==> config.mk <==
export PLATFORM = sky130hd
export DESIGN_NAME = jt03_busmaster
export DESIGN_NICKNAME = d
export VERILOG_FILES = /design/src/rtl/jt03_busmaster.sv
export SDC_FILE = /design/constraint.sdc
export NUM_CORES = 1
export LEC_CHECK = 0
export ABC_AREA = 1
export CAP_MARGIN = 20
export CORE_MARGIN = 2
export CORE_UTILIZATION = 45
export DETAILED_ROUTE_END_ITERATION = 10
export PLACE_DENSITY_LB_ADDON = 0.12
export SYNTH_ARGS = -nofsm -noshare
export SYNTH_HDL_FRONTEND = slang
export SYNTH_SLANG_ARGS = --single-unit
==> constraint.sdc <==
create_clock -name clk -period 2.3 [get_ports clk]
set_input_delay 0.345 -clock clk [delete_from_list [all_inputs] [get_ports clk]]
set_output_delay 0.345 -clock clk [all_outputs]
set_load 0.02 [all_outputs]
==> src/rtl/jt03_busmaster.sv <==
// jt03_busmaster: queues (register, value) commands and replays each one on the
// jt03/YM2203 register port as busy-poll, address write, data write.
module jt03_busmaster #(
  parameter int FIFO_AW    = 4,
  parameter int STROBE_CYC = 2,
  parameter int BUSY_TMO   = 255
) (
  input  logic             clk,
  input  logic             rst_n,
  input  logic             cen,
  input  logic             cmd_valid,
  output logic             cmd_ready,
  input  logic [7:0]       cmd_reg,
  input  logic [7:0]       cmd_val,
  output logic [FIFO_AW:0] fifo_level,
  output logic             idle,
  output logic             cmd_done,
  output logic             tmo_err,
  input  logic             err_clr,
  output logic [7:0]       bus_din,
  output logic             bus_addr,
  output logic             bus_cs_n,
  output logic             bus_wr_n,
  input  logic [7:0]       bus_dout
);

  localparam int DEPTH = 1 << FIFO_AW;

  typedef enum logic [2:0] {
    ST_IDLE, ST_POLL, ST_AWR, ST_GAP1, ST_DWR, ST_GAP2
  } state_t;

  // Command FIFO: {reg, val} per entry
  logic [15:0]        mem_q [DEPTH];
  logic [FIFO_AW-1:0] wr_ptr_q, rd_ptr_q;
  logic [FIFO_AW:0]   level_q, level_d;
  logic               ready_q;
  logic               push, pop;
  logic [7:0]         head_reg, head_val;

  // FSM state and counters
  state_t     state_q, state_d;
  logic [7:0] tick_q, tick_d;
  logic [7:0] poll_q, poll_d;
  logic       tmo_set;
  logic       last_strobe;
  logic       busy;

  // Registered bus outputs and their next values
  logic       cs_n_q, cs_n_d;
  logic       wr_n_q, wr_n_d;
  logic       addr_q, addr_d;
  logic [7:0] din_q, din_d;
  logic       done_q;
  logic       tmo_q;

  // Only the busy flag of the status byte matters here
  logic [6:0] unused_dout_bits;
  assign unused_dout_bits = bus_dout[6:0];

  assign busy        = bus_dout[7];
  assign push        = cmd_valid & ready_q;
  assign head_reg    = mem_q[rd_ptr_q][15:8];
  assign head_val    = mem_q[rd_ptr_q][7:0];
  assign last_strobe = (tick_q == 8'(STROBE_CYC - 1));

  // FIFO level bookkeeping: simultaneous push and pop leave the level unchanged
  always_comb begin
    level_d = level_q;
    case ({push, pop})
      2'b10:   level_d = level_q + (FIFO_AW+1)'(1);
      2'b01:   level_d = level_q - (FIFO_AW+1)'(1);
      default: level_d = level_q;
    endcase
  end

  // FIFO storage write port (contents need no reset, pointers define validity)
  always_ff @(posedge clk) begin
    if (push) mem_q[wr_ptr_q] <= {cmd_reg, cmd_val};
  end

  // FIFO pointers, level and ready flag; ready is held low while in reset
  always_ff @(posedge clk) begin
    if (!rst_n) begin
      wr_ptr_q <= '0;
      rd_ptr_q <= '0;
      level_q  <= '0;
      ready_q  <= 1'b0;
    end else begin
      if (push) wr_ptr_q <= wr_ptr_q + FIFO_AW'(1);
      if (pop)  rd_ptr_q <= rd_ptr_q + FIFO_AW'(1);
      level_q <= level_d;
      ready_q <= (level_d != (FIFO_AW+1)'(DEPTH));
    end
  end

  // FSM state register with tick and poll counters
  always_ff @(posedge clk) begin
    if (!rst_n) begin
      state_q <= ST_IDLE;
      tick_q  <= '0;
      poll_q  <= '0;
    end else begin
      state_q <= state_d;
      tick_q  <= tick_d;
      poll_q  <= poll_d;
    end
  end

  // FSM next-state logic; everything stays put unless cen is high
  always_comb begin
    state_d = state_q;
    tick_d  = tick_q;
    poll_d  = poll_q;
    tmo_set = 1'b0;
    pop     = 1'b0;
    if (cen) begin
      case (state_q)
        ST_IDLE: begin
          if (level_q != '0) begin
            state_d = ST_POLL;
            tick_d  = '0;
            poll_d  = '0;
          end
        end
        ST_POLL: begin
          if (tick_q == 8'd0) begin
            tick_d = 8'd1;
          end else begin
            tick_d = '0;
            if (!busy) begin
              state_d = ST_AWR;
            end else if (poll_q != 8'(BUSY_TMO)) begin
              poll_d = poll_q + 8'd1;
            end else begin
              tmo_set = 1'b1;
              state_d = ST_AWR;
            end
          end
        end
        ST_AWR: begin
          if (last_strobe) begin
            state_d = ST_GAP1;
            tick_d  = '0;
          end else begin
            tick_d = tick_q + 8'd1;
          end
        end
        ST_GAP1: begin
          state_d = ST_DWR;
          tick_d  = '0;
        end
        ST_DWR: begin
          if (last_strobe) begin
            pop     = 1'b1;
            state_d = ST_GAP2;
            tick_d  = '0;
          end else begin
            tick_d = tick_q + 8'd1;
          end
        end
        ST_GAP2: begin
          // A queued command goes straight to polling, saving the idle tick
          if (level_q != '0) begin
            state_d = ST_POLL;
            tick_d  = '0;
            poll_d  = '0;
          end else begin
            state_d = ST_IDLE;
          end
        end
        default: state_d = ST_IDLE;
      endcase
    end
  end

  // FSM output logic: next bus values; din/addr load only where cs_n falls
  always_comb begin
    cs_n_d = !(state_d == ST_POLL || state_d == ST_AWR || state_d == ST_DWR);
    wr_n_d = !(state_d == ST_AWR || state_d == ST_DWR);
    addr_d = addr_q;
    din_d  = din_q;
    if (state_d == ST_POLL && state_q != ST_POLL) begin
      addr_d = 1'b0;
      din_d  = head_reg;
    end else if (state_d == ST_DWR && state_q != ST_DWR) begin
      addr_d = 1'b1;
      din_d  = head_val;
    end
  end

  // Bus output registers, frozen while cen is low
  always_ff @(posedge clk) begin
    if (!rst_n) begin
      cs_n_q <= 1'b1;
      wr_n_q <= 1'b1;
      addr_q <= 1'b0;
      din_q  <= '0;
    end else if (cen) begin
      cs_n_q <= cs_n_d;
      wr_n_q <= wr_n_d;
      addr_q <= addr_d;
      din_q  <= din_d;
    end
  end

  // Done pulse and sticky timeout flag (a new timeout beats a clear)
  always_ff @(posedge clk) begin
    if (!rst_n) begin
      done_q <= 1'b0;
      tmo_q  <= 1'b0;
    end else begin
      done_q <= pop;
      if (tmo_set)      tmo_q <= 1'b1;
      else if (err_clr) tmo_q <= 1'b0;
    end
  end

  assign cmd_ready  = ready_q;
  assign fifo_level = level_q;
  assign idle       = (state_q == ST_IDLE) && (level_q == '0);
  assign cmd_done   = done_q;
  assign tmo_err    = tmo_q;
  assign bus_din    = din_q;
  assign bus_addr   = addr_q;
  assign bus_cs_n   = cs_n_q;
  assign bus_wr_n   = wr_n_q;

endmodule

==> flow_summary.ini <==
[synthesis]
edff_count_synth = 256
synth_area_um2 = 12800
syn_nets = 1188
syn-instance-count = 1147
ys_warnings = 0
synth-seq-cells = 306
synth_top_cells_by_count = 256 x sky130_fd_sc_hd__edfxtp_1, 221 x sky130_fd_sc_hd__nor2_1, 149 x sky130_fd_sc_hd__o21ai_0
synthFlopType = sky130_fd_sc_hd__edfxtp_1
yosys.cell_types.count = 42
synth_top_area_cell = sky130_fd_sc_hd__edfxtp_1
postSynth.asyncResetShare = 0
synth_top_cell_area_share = 0.601
yosysMostFrequentCell = sky130_fd_sc_hd__edfxtp_1
synth.avg_cell_area_um2 = 11.1
synth_seq_area_share = 0.680
synth_area_leaders = sky130_fd_sc_hd__edfxtp_1 60%, sky130_fd_sc_hd__dfxtp_1 7.8%, sky130_fd_sc_hd__nor2_1 6.5%

[grt]
grt_use_total = 0.210
antenna_violations_before_repair = 0
grt_overflow_total = 0
wire_length_of_the_first_global_routing_pass_um = 48600
grt_max_degree = 65
first_global_vias = 8495

[setup_path]
crit-reg2reg-capture = fifo_level[4]$_SDFF_PN0_
cp.required_ns = 2.70
end_kind = flop
setup.worst_path.class = reg2reg
crit_arrival_ns = 2.56
setup.reg_to_reg.worst_slack_ns = 0.13
r2r.worst_path.cells = 17
worst-path-max-fanout = 3
rr_startpoint = tick_q[1]$_SDFFE_PN0P_
critical_path.startpoint_type = flop

[timing]
final.setup_skew_ns = 0.0152
worst_rel_slew_slack = 0.560
setup_repair_after_global_routing_missed_its_margin = true
fmaxAchievable_ghz = 0.462
post-route-period-util = 0.942
measured_slew_at_the_worst_slew_check_pin_ns = 0.658
final_max_slew_viol_count = 0
final_setup_violation_count = 0
layout_min_cycle_time_ns = 2.17
final_hold_viol_count = 0

[layout]
final_design_area_no_fill_um2 = 15400
antennaDiodeCount = 0
final_net_count = 1301
area_occupied_by_multi_input_gates_um2 = 3690
n_fill_cell = 2421
register_area_um2 = 8700
drive_above_1_share = 0.162
finish.utilization = 0.551
layoutNonFillerInstCount = 1659
area_growth_pct = 20.1

[floorplanning]
initial_cell_density_of_the_core = 0.459
fp.dieH_um = 173
placementRows = 61
placeableCoreArea_um2 = 27900
i_o_pin_count = 49
die_area_um2 = 29800
die_width_um = 173

[status]
outcome = finished, final reports clean

[clock_network]
total_number_of_clock_tree_sinks = 306
cell_chosen_for_the_clock_root = sky130_fd_sc_hd__clkbuf_16
cts.hold.buffers_added = 0
cts_buffers = 34
cts_buffer_depth = 3
tritoncts = built
htree_num_levels = 2
clk_pin_slew_worst_paths_ns = 0.06
clkLatencyLatePin_ns = 0.52

[drt]
remaining_drc_errors = 0
via_count = 8749
wirelength_um = 31200
routed_wire_length_per_instance_um = 18.8
detail_route.iter0.violations = 712
via_per_inst = 5.27
detail-route-antenna-nets = 0
dr.pass1.iters = 5

[hold_path]
min_from = tmo_err$_SDFFE_PN0P_
hold_path_end = tmo_err$_SDFFE_PN0P_
worstHoldPathCells = 2
hold_path.class = reg2reg

[place]
io_buffer_count = 41
placed_cell_area_um2 = 14300
gpl.final_weighted_congestion = 0.820
placed_cells_incl_taps = 1599
hpwlAfterDp_um = 19500

[flow_run]
drv_cap = 0

[pwr]
finalPower_mw = 11.9
worst_ir_drop_vdd_mv = 0.577
reported_leakage_power_nw = 5.42
cellPowerDensity_nw_per_um2 = 777
==> power breakdown <==
part	internal (mW)	switching (mW)
sequential	6.10	0.0432
combinational	0.310	0.556
clock	2.82	2.09
total	9.23	2.69
==> kinds of logic after synthesis <==
family                   share of synthesized area
AO/OA/AOI/OAI                                0.114
XOR/XNOR                                   0.00685
adder cells (fa/ha/maj)                     0.0117
buffers and inverters                       0.0411
flip-flops                                   0.680
AND/OR/NAND/NOR                              0.146
==> cells in the final DEF (no fill, tap or decap), types with 5 or more instances in the layout <==
cell                              instances
sky130_fd_sc_hd__inv_2                    7
sky130_fd_sc_hd__clkinv_1                11
sky130_fd_sc_hd__nor2_4                   5
sky130_fd_sc_hd__nor2_2                  24
sky130_fd_sc_hd__o211ai_1                27
sky130_fd_sc_hd__o21ai_1                 31
sky130_fd_sc_hd__clkbuf_16               34
sky130_fd_sc_hd__clkbuf_1                 5
sky130_fd_sc_hd__buf_4                   78
sky130_fd_sc_hd__edfxtp_1               256
sky130_fd_sc_hd__nand2_1                121
sky130_fd_sc_hd__nor2_1                 201
sky130_fd_sc_hd__inv_1                   55
sky130_fd_sc_hd__a21oi_1                 24
sky130_fd_sc_hd__dfxtp_1                 45
sky130_fd_sc_hd__buf_12                  12
sky130_fd_sc_hd__o21ai_0                146
sky130_fd_sc_hd__clkdlybuf4s50_1         40
sky130_fd_sc_hd__o22ai_1                 31
sky130_fd_sc_hd__nand3_2                  7
sky130_fd_sc_hd__nand3_1                 44
sky130_fd_sc_hd__nand2_2                  8
sky130_fd_sc_hd__ha_1                     9
==> registers in the layout, indices dropped and copies added, names as in the netlist, named ones only <==
register / count
wr_ptr_q: 4
tick_q: 8
fifo_level: 5
bus_din: 8
poll_q: 8
mem_q: 256
cmd_done: 1
bus_cs_n: 1
tmo_err: 1
rd_ptr_q: 4
cmd_ready: 1
bus_addr: 1
state_q: 3
bus_wr_n: 1
==> per-layer routing <==
metal  wire (um)  vias to the layer above  global-route usage
met4         575                        0              0.0573
met5           0                        -                   0
met2       14800                      200               0.346
met1       14000                     4241               0.289
met3        1800                       39              0.0372
li1            -                     4269                   -
==> worst max path at each step <==
| stage | slack, ns | from | depth (start not counted) | end |
|---|---|---|---|---|
| 2_1_floorplan | 0.02 | tick_q[0]$_SDFFE_PN0P_ | 15 | cmd_ready$_SDFF_PN0_ |
| 3_3_place_gp | -0.12 | cen | 13 | cmd_ready$_SDFF_PN0_ |
| 3_5_place_dp | -0.14 | cen | 13 | cmd_ready$_SDFF_PN0_ |
| 4_1_cts | 0.01 | tick_q[1]$_SDFFE_PN0P_ | 17 | cmd_ready$_SDFF_PN0_ |
| 5_1_grt | -0.05 | tick_q[1]$_SDFFE_PN0P_ | 17 | cmd_ready$_SDFF_PN0_ |
| 6_report | 0.13 | tick_q[1]$_SDFFE_PN0P_ | 17 | fifo_level[4]$_SDFF_PN0_ |
==> critical path, stage by stage, from the launching register on <==
cell	delay [ns]
sky130_fd_sc_hd__dfxtp_2	0.33
sky130_fd_sc_hd__inv_2	0.05
sky130_fd_sc_hd__ha_4	0.14
sky130_fd_sc_hd__nand2_2	0.08
sky130_fd_sc_hd__nor2_4	0.04
sky130_fd_sc_hd__nand3_2	0.07
sky130_fd_sc_hd__inv_2	0.05
sky130_fd_sc_hd__ha_4	0.17
sky130_fd_sc_hd__xor2_2	0.17
sky130_fd_sc_hd__ha_2	0.18
sky130_fd_sc_hd__o21ai_2	0.15
sky130_fd_sc_hd__nor2_1	0.07
sky130_fd_sc_hd__nand2_1	0.09
sky130_fd_sc_hd__nand3_2	0.09
sky130_fd_sc_hd__xor2_2	0.16
sky130_fd_sc_hd__buf_4	0.14
sky130_fd_sc_hd__inv_1	0.04
sky130_fd_sc_hd__nor2_1	0.03
==> timing repair <==
action / 4_1_cts / 5_1_grt
hold endpoints to repair: 0 / 0
buffers inserted: 1 / 2
setup endpoints to repair: 2 / 3
resized for setup: 6 / 21
pin swaps: 2 / 9
==> stage by stage <==
stage | TNS [ns] | hold slack (ns) | setup slack (ns)
after global placement | -0.489 | 0.457 | -0.117
after CTS | 0 | 0.456 | 0.00991
after global routing | -0.0715 | 0.491 | -0.0479
after detailed placement | -0.945 | 0.458 | -0.143
final | 0 | 0.466 | 0.134
after floorplan | 0 | 0.444 | 0.0247
==> area by class of cell <==
cell class,count,share of cell area
Inverter,65,0.0162
Sequential cell,306,0.567
Timing Repair Buffer,132,0.0812
Clock buffer,39,0.0566
Multi-Input combinational cell,721,0.240
Tap cell,378,0.0308
Clock inverter,18,0.00815
Power figures use the tool's default switching activity.
